==> src/rtl/fp_pkg.sv <==
// -----------------------------------------------------------------------------
// fp_pkg
// Shared constants, FSM state type and the field-packing helper for the
// FP32 normalize/pack back end.
// -----------------------------------------------------------------------------
package fp_pkg;

    localparam int unsigned FP32_EXP_W  = 8;
    localparam int unsigned FP32_MANT_W = 23;

    localparam logic [FP32_EXP_W-1:0] EXP_MAX        = 8'hFF;
    // Denormals behave as if their exponent were 1.
    localparam logic [FP32_EXP_W-1:0] EXP_DENORM_EFF = 8'd1;
    localparam logic [31:0]           POS_ZERO       = 32'h0000_0000;

    typedef enum logic [1:0] {
        IDLE,
        NORM,
        DONE
    } state_e;

    function automatic logic [31:0] fp_pack_word(
        input logic                   sign,
        input logic [FP32_EXP_W-1:0]  exp,
        input logic [FP32_MANT_W-1:0] frac
    );
        return {sign, exp, frac};
    endfunction

endpackage

==> src/rtl/fp_normalize_seq_if.sv <==
// -----------------------------------------------------------------------------
// fp_normalize_seq_if
// Upstream (sum/exponent/sign) and downstream (result) valid/ready handshakes.
//   slave  : the normalizer side (consumes operands, produces results)
//   master : the environment side (adder stage + result consumer)
// -----------------------------------------------------------------------------
interface fp_normalize_seq_if #(
    parameter int unsigned MANT_W = 23,
    parameter int unsigned EXP_W  = 8
);
    logic                    in_valid;
    logic                    in_ready;
    logic [MANT_W+1:0]       sum_mant;
    logic [EXP_W-1:0]        exp_in;
    logic                    sign_in;
    logic                    out_valid;
    logic                    out_ready;
    logic [EXP_W+MANT_W:0]   result;
    logic                    overflow;
    logic                    busy;

    modport slave (
        input  in_valid, sum_mant, exp_in, sign_in, out_ready,
        output in_ready, out_valid, result, overflow, busy
    );

    modport master (
        output in_valid, sum_mant, exp_in, sign_in, out_ready,
        input  in_ready, out_valid, result, overflow, busy
    );
endinterface

==> src/rtl/fp_pack.sv <==
// -----------------------------------------------------------------------------
// fp_pack
// Combinational decision for one NORM cycle: decides whether the current
// mant/exp state is terminal and, if so, what packed word to emit.
//   i_sign, i_exp, i_mant : current working registers
//   o_final               : this cycle finishes normalization
//   o_result, o_overflow  : packed word / exponent-overflow flag when final
// -----------------------------------------------------------------------------
module fp_pack
    import fp_pkg::*;
#(
    parameter int unsigned MANT_W = FP32_MANT_W,
    parameter int unsigned EXP_W  = FP32_EXP_W
) (
    input  logic                  i_sign,
    input  logic [EXP_W-1:0]      i_exp,
    input  logic [MANT_W+1:0]     i_mant,
    output logic [EXP_W+MANT_W:0] o_result,
    output logic                  o_overflow,
    output logic                  o_final
);

    logic [EXP_W-1:0] w_exp_inc;

    always_comb begin
        w_exp_inc  = i_exp + 1'b1;
        o_result   = POS_ZERO;
        o_overflow = 1'b0;
        o_final    = 1'b1;
        if (i_exp == EXP_MAX) begin
            // Inf/NaN input passes straight through.
            o_result = fp_pack_word(i_sign, EXP_MAX, i_mant[MANT_W-1:0]);
        end else if (i_mant == '0) begin
            o_result = POS_ZERO;
        end else if (i_mant[MANT_W+1]) begin
            // Carry out: one right shift, LSB truncated.
            if (w_exp_inc == EXP_MAX) begin
                o_result   = fp_pack_word(i_sign, EXP_MAX, '0);
                o_overflow = 1'b1;
            end else begin
                o_result = fp_pack_word(i_sign, w_exp_inc, i_mant[MANT_W:1]);
            end
        end else if (i_mant[MANT_W]) begin
            o_result = fp_pack_word(i_sign, i_exp, i_mant[MANT_W-1:0]);
        end else if (i_exp == EXP_DENORM_EFF) begin
            o_result = fp_pack_word(i_sign, '0, i_mant[MANT_W-1:0]);
        end else begin
            o_final = 1'b0;
        end
    end

endmodule

==> src/rtl/fp_normalize_seq.sv <==
// -----------------------------------------------------------------------------
// fp_normalize_seq
// Iterative normalizer + IEEE-754 single packer for the FP adder back end.
// One left shift per cycle on cancellation; carry, zero, Inf/NaN and
// already-normal sums finish in one cycle.
//   clk, rst_n : clock, asynchronous active-low reset
//   bus        : operand in (in_valid/in_ready), result out (out_valid/
//                out_ready), overflow flag and busy status
// -----------------------------------------------------------------------------
module fp_normalize_seq
    import fp_pkg::*;
#(
    parameter int unsigned MANT_W = FP32_MANT_W,
    parameter int unsigned EXP_W  = FP32_EXP_W
) (
    input logic               clk,
    input logic               rst_n,
    fp_normalize_seq_if.slave bus
);

    localparam int unsigned SUM_W = MANT_W + 2;
    localparam int unsigned RES_W = 1 + EXP_W + MANT_W;

    state_e             r_state;
    logic [SUM_W-1:0]   r_mant;
    logic [EXP_W-1:0]   r_exp;
    logic               r_sign;
    logic               r_in_ready;
    logic               r_out_valid;
    logic               r_busy;
    logic [RES_W-1:0]   r_result;
    logic               r_overflow;

    logic [RES_W-1:0]   w_result;
    logic               w_overflow;
    logic               w_final;

    fp_pack #(
        .MANT_W (MANT_W),
        .EXP_W  (EXP_W)
    ) u_pack (
        .i_sign     (r_sign),
        .i_exp      (r_exp),
        .i_mant     (r_mant),
        .o_result   (w_result),
        .o_overflow (w_overflow),
        .o_final    (w_final)
    );

    always_ff @(posedge clk or negedge rst_n) begin
        if (!rst_n) begin
            r_state     <= IDLE;
            r_mant      <= '0;
            r_exp       <= '0;
            r_sign      <= 1'b0;
            r_in_ready  <= 1'b1;
            r_out_valid <= 1'b0;
            r_busy      <= 1'b0;
            r_result    <= '0;
            r_overflow  <= 1'b0;
        end else begin
            unique case (r_state)
                IDLE: begin
                    if (bus.in_valid) begin
                        r_mant     <= bus.sum_mant;
                        r_exp      <= (bus.exp_in == '0) ? EXP_DENORM_EFF : bus.exp_in;
                        r_sign     <= bus.sign_in;
                        r_in_ready <= 1'b0;
                        r_busy     <= 1'b1;
                        r_state    <= NORM;
                    end
                end
                NORM: begin
                    if (w_final) begin
                        r_result    <= w_result;
                        r_overflow  <= w_overflow;
                        r_out_valid <= 1'b1;
                        r_state     <= DONE;
                    end else begin
                        // Exponent cannot drop below 1 here: fp_pack stops at 1.
                        r_mant <= r_mant << 1;
                        r_exp  <= r_exp - 1'b1;
                    end
                end
                DONE: begin
                    // No accept on this edge; in_ready is seen next cycle.
                    if (bus.out_ready) begin
                        r_out_valid <= 1'b0;
                        r_overflow  <= 1'b0;
                        r_busy      <= 1'b0;
                        r_in_ready  <= 1'b1;
                        r_state     <= IDLE;
                    end
                end
                default: begin
                    r_state <= IDLE;
                end
            endcase
        end
    end

    assign bus.in_ready  = r_in_ready;
    assign bus.out_valid = r_out_valid;
    assign bus.result    = r_result;
    assign bus.overflow  = r_overflow;
    assign bus.busy      = r_busy;

endmodule

==> src/flat_wrapper.sv <==
// flat-port wrapper written by rule: the top's interface ports become plain ports
module fp_normalize_seq_flat import fp_pkg::*;
#(
    parameter int unsigned MANT_W = FP32_MANT_W,
    parameter int unsigned EXP_W  = FP32_EXP_W
)
  (clk, rst_n, bus_in_valid, bus_sum_mant, bus_exp_in, bus_sign_in, bus_out_ready, bus_in_ready, bus_out_valid, bus_result, bus_overflow, bus_busy);
  fp_normalize_seq_if #(.MANT_W(MANT_W), .EXP_W(EXP_W)) bus_i ();
  input logic clk;
  input logic rst_n;
  input wire logic [$bits(bus_i.in_valid)-1:0] bus_in_valid;
  input wire logic [$bits(bus_i.sum_mant)-1:0] bus_sum_mant;
  input wire logic [$bits(bus_i.exp_in)-1:0] bus_exp_in;
  input wire logic [$bits(bus_i.sign_in)-1:0] bus_sign_in;
  input wire logic [$bits(bus_i.out_ready)-1:0] bus_out_ready;
  output wire logic [$bits(bus_i.in_ready)-1:0] bus_in_ready;
  output wire logic [$bits(bus_i.out_valid)-1:0] bus_out_valid;
  output wire logic [$bits(bus_i.result)-1:0] bus_result;
  output wire logic [$bits(bus_i.overflow)-1:0] bus_overflow;
  output wire logic [$bits(bus_i.busy)-1:0] bus_busy;
  assign bus_i.in_valid = bus_in_valid;
  assign bus_i.sum_mant = bus_sum_mant;
  assign bus_i.exp_in = bus_exp_in;
  assign bus_i.sign_in = bus_sign_in;
  assign bus_i.out_ready = bus_out_ready;
  assign bus_in_ready = bus_i.in_ready;
  assign bus_out_valid = bus_i.out_valid;
  assign bus_result = bus_i.result;
  assign bus_overflow = bus_i.overflow;
  assign bus_busy = bus_i.busy;
  fp_normalize_seq #(.MANT_W(MANT_W), .EXP_W(EXP_W)) u_core (.clk(clk), .rst_n(rst_n), .bus(bus_i));
endmodule
==> config.mk <==
export PLATFORM = sky130hd
export DESIGN_NAME = fp_normalize_seq_flat
export DESIGN_NICKNAME = d
export VERILOG_FILES = /design/src/rtl/fp_pkg.sv /design/src/rtl/fp_normalize_seq_if.sv /design/src/rtl/fp_pack.sv /design/src/rtl/fp_normalize_seq.sv /design/src/flat_wrapper.sv
export SDC_FILE = /design/constraint.sdc
export NUM_CORES = 1
export LEC_CHECK = 0
export BUFFER_PORTS_ARGS = -buffer_cell sky130_fd_sc_hd__clkbuf_2
export CAP_MARGIN = 20
export CORE_ASPECT_RATIO = 1.25
export CORE_MARGIN = 2
export CORE_UTILIZATION = 60
export CTS_BUF_LIST = sky130_fd_sc_hd__clkbuf_4 sky130_fd_sc_hd__clkbuf_8
export DETAILED_ROUTE_END_ITERATION = 16
export PLACE_DENSITY = 0.87
export SLEW_MARGIN = 20
export SYNTH_ARGS = -nofsm -noshare
export SYNTH_HDL_FRONTEND = slang
export SYNTH_SLANG_ARGS = --single-unit
==> constraint.sdc <==
create_clock -name clk -period 5.1 [get_ports clk]
set_clock_uncertainty 0.2 [all_clocks]
set_input_delay 0.765 -clock clk [delete_from_list [all_inputs] [get_ports clk]]
set_output_delay 0.765 -clock clk [all_outputs]
set_load 0.005 [all_outputs]
==> metrics.md <==
| Metric | Value |
|---|---|
| Status | `finished clean` |
| Wire length of the first global-routing pass | `17.5 mm` |
| TritonCTS clock tree | `built` |
| Top cell type's share of synthesized area | `43.2%` |
| Synth Flop Type | `sky130_fd_sc_hd__dfrtp_1` |
| Adder and majority cell fraction of the synthesized area | `1.22%` |
| DRC | `0` |
| Layout area overhead | `14.3%` |
| Num Clock Sinks | `72` |
| Post-CTS Setup Inserts | `0` |
| Largest family of logic cells by synthesized area | `compound AO/OA/AOI/OAI gates` |
| Fraction of layout cells with a size suffix above 1 | `26.3%` |
| Final worst-path cycle share | `63.3%` |
| Tmin final | `3230 ps` |
| Chip width | `78.0 um` |
| Post-synth top cells | `sky130_fd_sc_hd__dfrtp_1 (71), sky130_fd_sc_hd__o21ai_0 (65), sky130_fd_sc_hd__mux2i_1 (48)` |
| Worst R2R Path Depth | `7` |
| Placement Rows | `33` |
| Detailed-router iteration count before antenna repair | `5` |
| Pins Over Slew Limit | `0` |
| Mux contribution to synthesized area | `12.5%` |
| Worst-skew pair later-pin latency | `350 ps` |
| Syn Nets | `464` |
| Hold Path Class | `reg -> reg` |
| Number of global-route vias before repair | `3545` |
| Cell area after synthesis | `4110 sq um` |
| Netlist cell types | `54` |
| Cells after DPL | `550` |
| RSZ-0062 raised after global routing | `false` |
| Required time at the endpoint of the critical path | `5090 ps` |
| Average footprint of a synthesized cell | `9.74 sq um` |
| GRT Overall Usage | `29.6%` |
| Antenna violations before repair | `0` |
| Std-Cell Core Area | `6610 sq um` |
| Routed vias | `3724` |
| Peak supply drop | `0.365 mV` |
| Final weighted congestion in routability-driven placement | `0.957` |
| Leakage Power | `2.15 nW` |
| Total routed wirelength | `10.7 mm` |
| CTS Root Cell | `sky130_fd_sc_hd__clkbuf_8` |
| Initial standard-cell utilization of the core | `62.2%` |
| Final std cells w/o fill | `567` |
| Sequential cell area fraction in the yosys report | `43.9%` |
| Critical path peak fanout | `20` |
| Longest Clk Path Bufs | `2` |
| Kind of end point of the critical path | `flop` |
| Routed via count divided by cell count | `6.57` |
| Critical path type | `reg -> reg` |
| Wire length per cell after detailed routing | `18.8 um` |
| Area contributors post-synth | `sky130_fd_sc_hd__dfrtp_1 (43%), sky130_fd_sc_hd__mux2i_1 (12%), sky130_fd_sc_hd__o21ai_0 (7.9%), sky130_fd_sc_hd__nand3_1 (4.0%), sky130_fd_sc_hd__o31ai_2 (3.3%)` |
| Data arrival time of the critical path | `3210 ps` |
| Remaining max-slew budget at the tightest pin | `30.5%` |
| Power density normalized to cell area | `675 nW/um^2` |
| Final hold viol count | `0` |
| Pin count of the biggest net entering global routing | `73` |
| Xor and xnor fraction of the mapped netlist area | `0.852%` |
| Most numerous cell in the Yosys netlist | `sky130_fd_sc_hd__dfrtp_1` |
| Area enclosed by the die boundary | `7530 sq um` |
| Setup_tns | `0 ps` |
| Count of buffers inserted at the top-level ports | `73` |
| Post-synthesis simple-gate area fraction | `13.5%` |
| Flip-flop and latch count after synthesis | `72` |
| Top-level I/O count | `74` |
| Startpoint types | `flop` |
| Cells after Synth | `422` |
| Post-cts resize count | `0` |
| Total setup violations reported at the end of the flow | `0` |
| Count of synthesis-stage warnings from yosys | `0` |
| Async S/R FF share, synth | `100%` |
| CTS clock-pin slew for the worst setup and hold paths | `80 ps` |
| Starting DRC count in detailed routing | `483` |
| Congestion Overflow GR | `0` |
| Highest achievable clock rate | `310 MHz` |
| Count of max-cap constraint violations | `0` |
| Antenna violation net count after detailed routing | `0` |
| Worst hold stages | `2` |
| Detailed Place HPWL | `6.91 mm` |
| Antenna Cells | `0` |
| Post-synthesis compound-gate area fraction | `22.5%` |
| Floorplan die height | `96.5 um` |
| Clock H-tree levels | `3` |
| Worst Tran Pin Value | `1040 ps` |
| Final nets | `517` |
| Hold-fix buffers at CTS | `0` |
| TritonCTS buffer count | `9` |
| Largest area contributor in the synthesized netlist | `sky130_fd_sc_hd__dfrtp_1` |
| Number of synthesized flops with an enable pin | `0` |
==> registers in the layout, summed over array words and instances, names as in the netlist <==
name	flops
u_core.bus.busy	1
u_core.bus.in_ready	1
u_core.bus.out_valid	1
u_core.bus.overflow	1
u_core.bus.result	32
u_core.r_exp	8
u_core.r_mant	25
u_core.r_sign	1
u_core.r_state	2
==> where the power goes <==
part	switching (mW)	leakage [nW]	internal [mW]
Sequential	0.339	0.897	0.835
Combinational	0.865	1.13	0.612
Clock	0.220	0.119	0.301
Total	1.42	2.15	1.75
==> stage by stage <==
| step | hold WS, ps | total power, mW | area [sq um] | utilization (%) | setup WS (ps) |
|---|---|---|---|---|---|
| floorplan | 257 | 2.19 | 4110 | - | 2920 |
| global placement | 260 | 2.52 | 4440 | 67.3 | 1930 |
| detailed placement | 262 | 2.59 | 4440 | 67.3 | 1740 |
| CTS | 274 | 3.13 | 4670 | 70.8 | 1740 |
| global route | 311 | 3.38 | 4700 | 71.1 | 1700 |
| finish | 270 | 3.17 | 4700 | 71.1 | 1870 |
==> final timing paths <==
kind	from	to	slack (ps)
worst max register to register	u_core.r_state[0]	u_core.r_mant[14]	1870
worst max-delay path	u_core.r_state[0]	u_core.r_mant[14]	1870
worst min-delay path	u_core.bus.in_ready	u_core.bus.in_ready	270
max in group asynchronous	rst_n	u_core.bus.result[27]	3680
worst min register to register	u_core.bus.in_ready	u_core.bus.in_ready	270
min in group asynchronous	rst_n	u_core.bus.busy	410
==> metal layers <==
| layer | vias to the layer above | track usage (%) | wire length [um] |
|---|---|---|---|
| li1 | 1680 | - | - |
| met1 | 1827 | 36.8 | 4110 |
| met2 | 186 | 52.1 | 5590 |
| met3 | 31 | 5.02 | 699 |
| met4 | 0 | 11.4 | 265 |
| met5 | - | 0 | 0 |
==> cell families after synthesis <==
| kind of cell | Yosys count |
|---|---|
| AOI/OAI and AO/OA | 137 |
| xor gates and xnor gates | 4 |
| adders and majority gates | 4 |
| buffers and inverters | 46 |
| DFF | 72 |
| muxes | 51 |
| and+or+nand+nor | 108 |
==> area by class of cell <==
class,instances,area (sq um)
inverter,10,37.5
clock buffer,11,151
clock inverter,5,78.8
sequential,72,1800
tap,87,109
timing repair buffer,78,407
multi-input combinational,304,2110
fill,518,1910
==> worst max-delay path, stage by stage (launching register included) <==
cell and delay [ps]:
sky130_fd_sc_hd__dfrtp_1 550, sky130_fd_sc_hd__inv_1 290, sky130_fd_sc_hd__nor2_2 530, sky130_fd_sc_hd__buf_4 420, sky130_fd_sc_hd__o2111ai_2 460, sky130_fd_sc_hd__buf_4 350, sky130_fd_sc_hd__nand3_1 130, sky130_fd_sc_hd__o21ai_0 140
==> placed cells by master, fill, tap and decap left out, types with 3 or more instances in the layout <==
master                     instances
sky130_fd_sc_hd__a221oi_1          3
sky130_fd_sc_hd__ha_1              4
sky130_fd_sc_hd__clkbuf_8         11
sky130_fd_sc_hd__a31oi_1           6
sky130_fd_sc_hd__o221a_2           3
sky130_fd_sc_hd__mux2_2            3
sky130_fd_sc_hd__nand3_1          32
sky130_fd_sc_hd__a211oi_1          3
sky130_fd_sc_hd__nor2_1           20
sky130_fd_sc_hd__nor4_1            4
sky130_fd_sc_hd__clkbuf_2         72
sky130_fd_sc_hd__o31ai_1          15
sky130_fd_sc_hd__buf_4             4
sky130_fd_sc_hd__inv_1             8
sky130_fd_sc_hd__nand2b_1          3
sky130_fd_sc_hd__nor4_2            4
sky130_fd_sc_hd__o31ai_2          10
sky130_fd_sc_hd__mux2i_1          48
sky130_fd_sc_hd__nor3_1            7
sky130_fd_sc_hd__dfrtp_1          71
sky130_fd_sc_hd__a21oi_1          13
sky130_fd_sc_hd__nand2_1          23
sky130_fd_sc_hd__o21ai_0          65
Power figures use the tool's default switching activity.
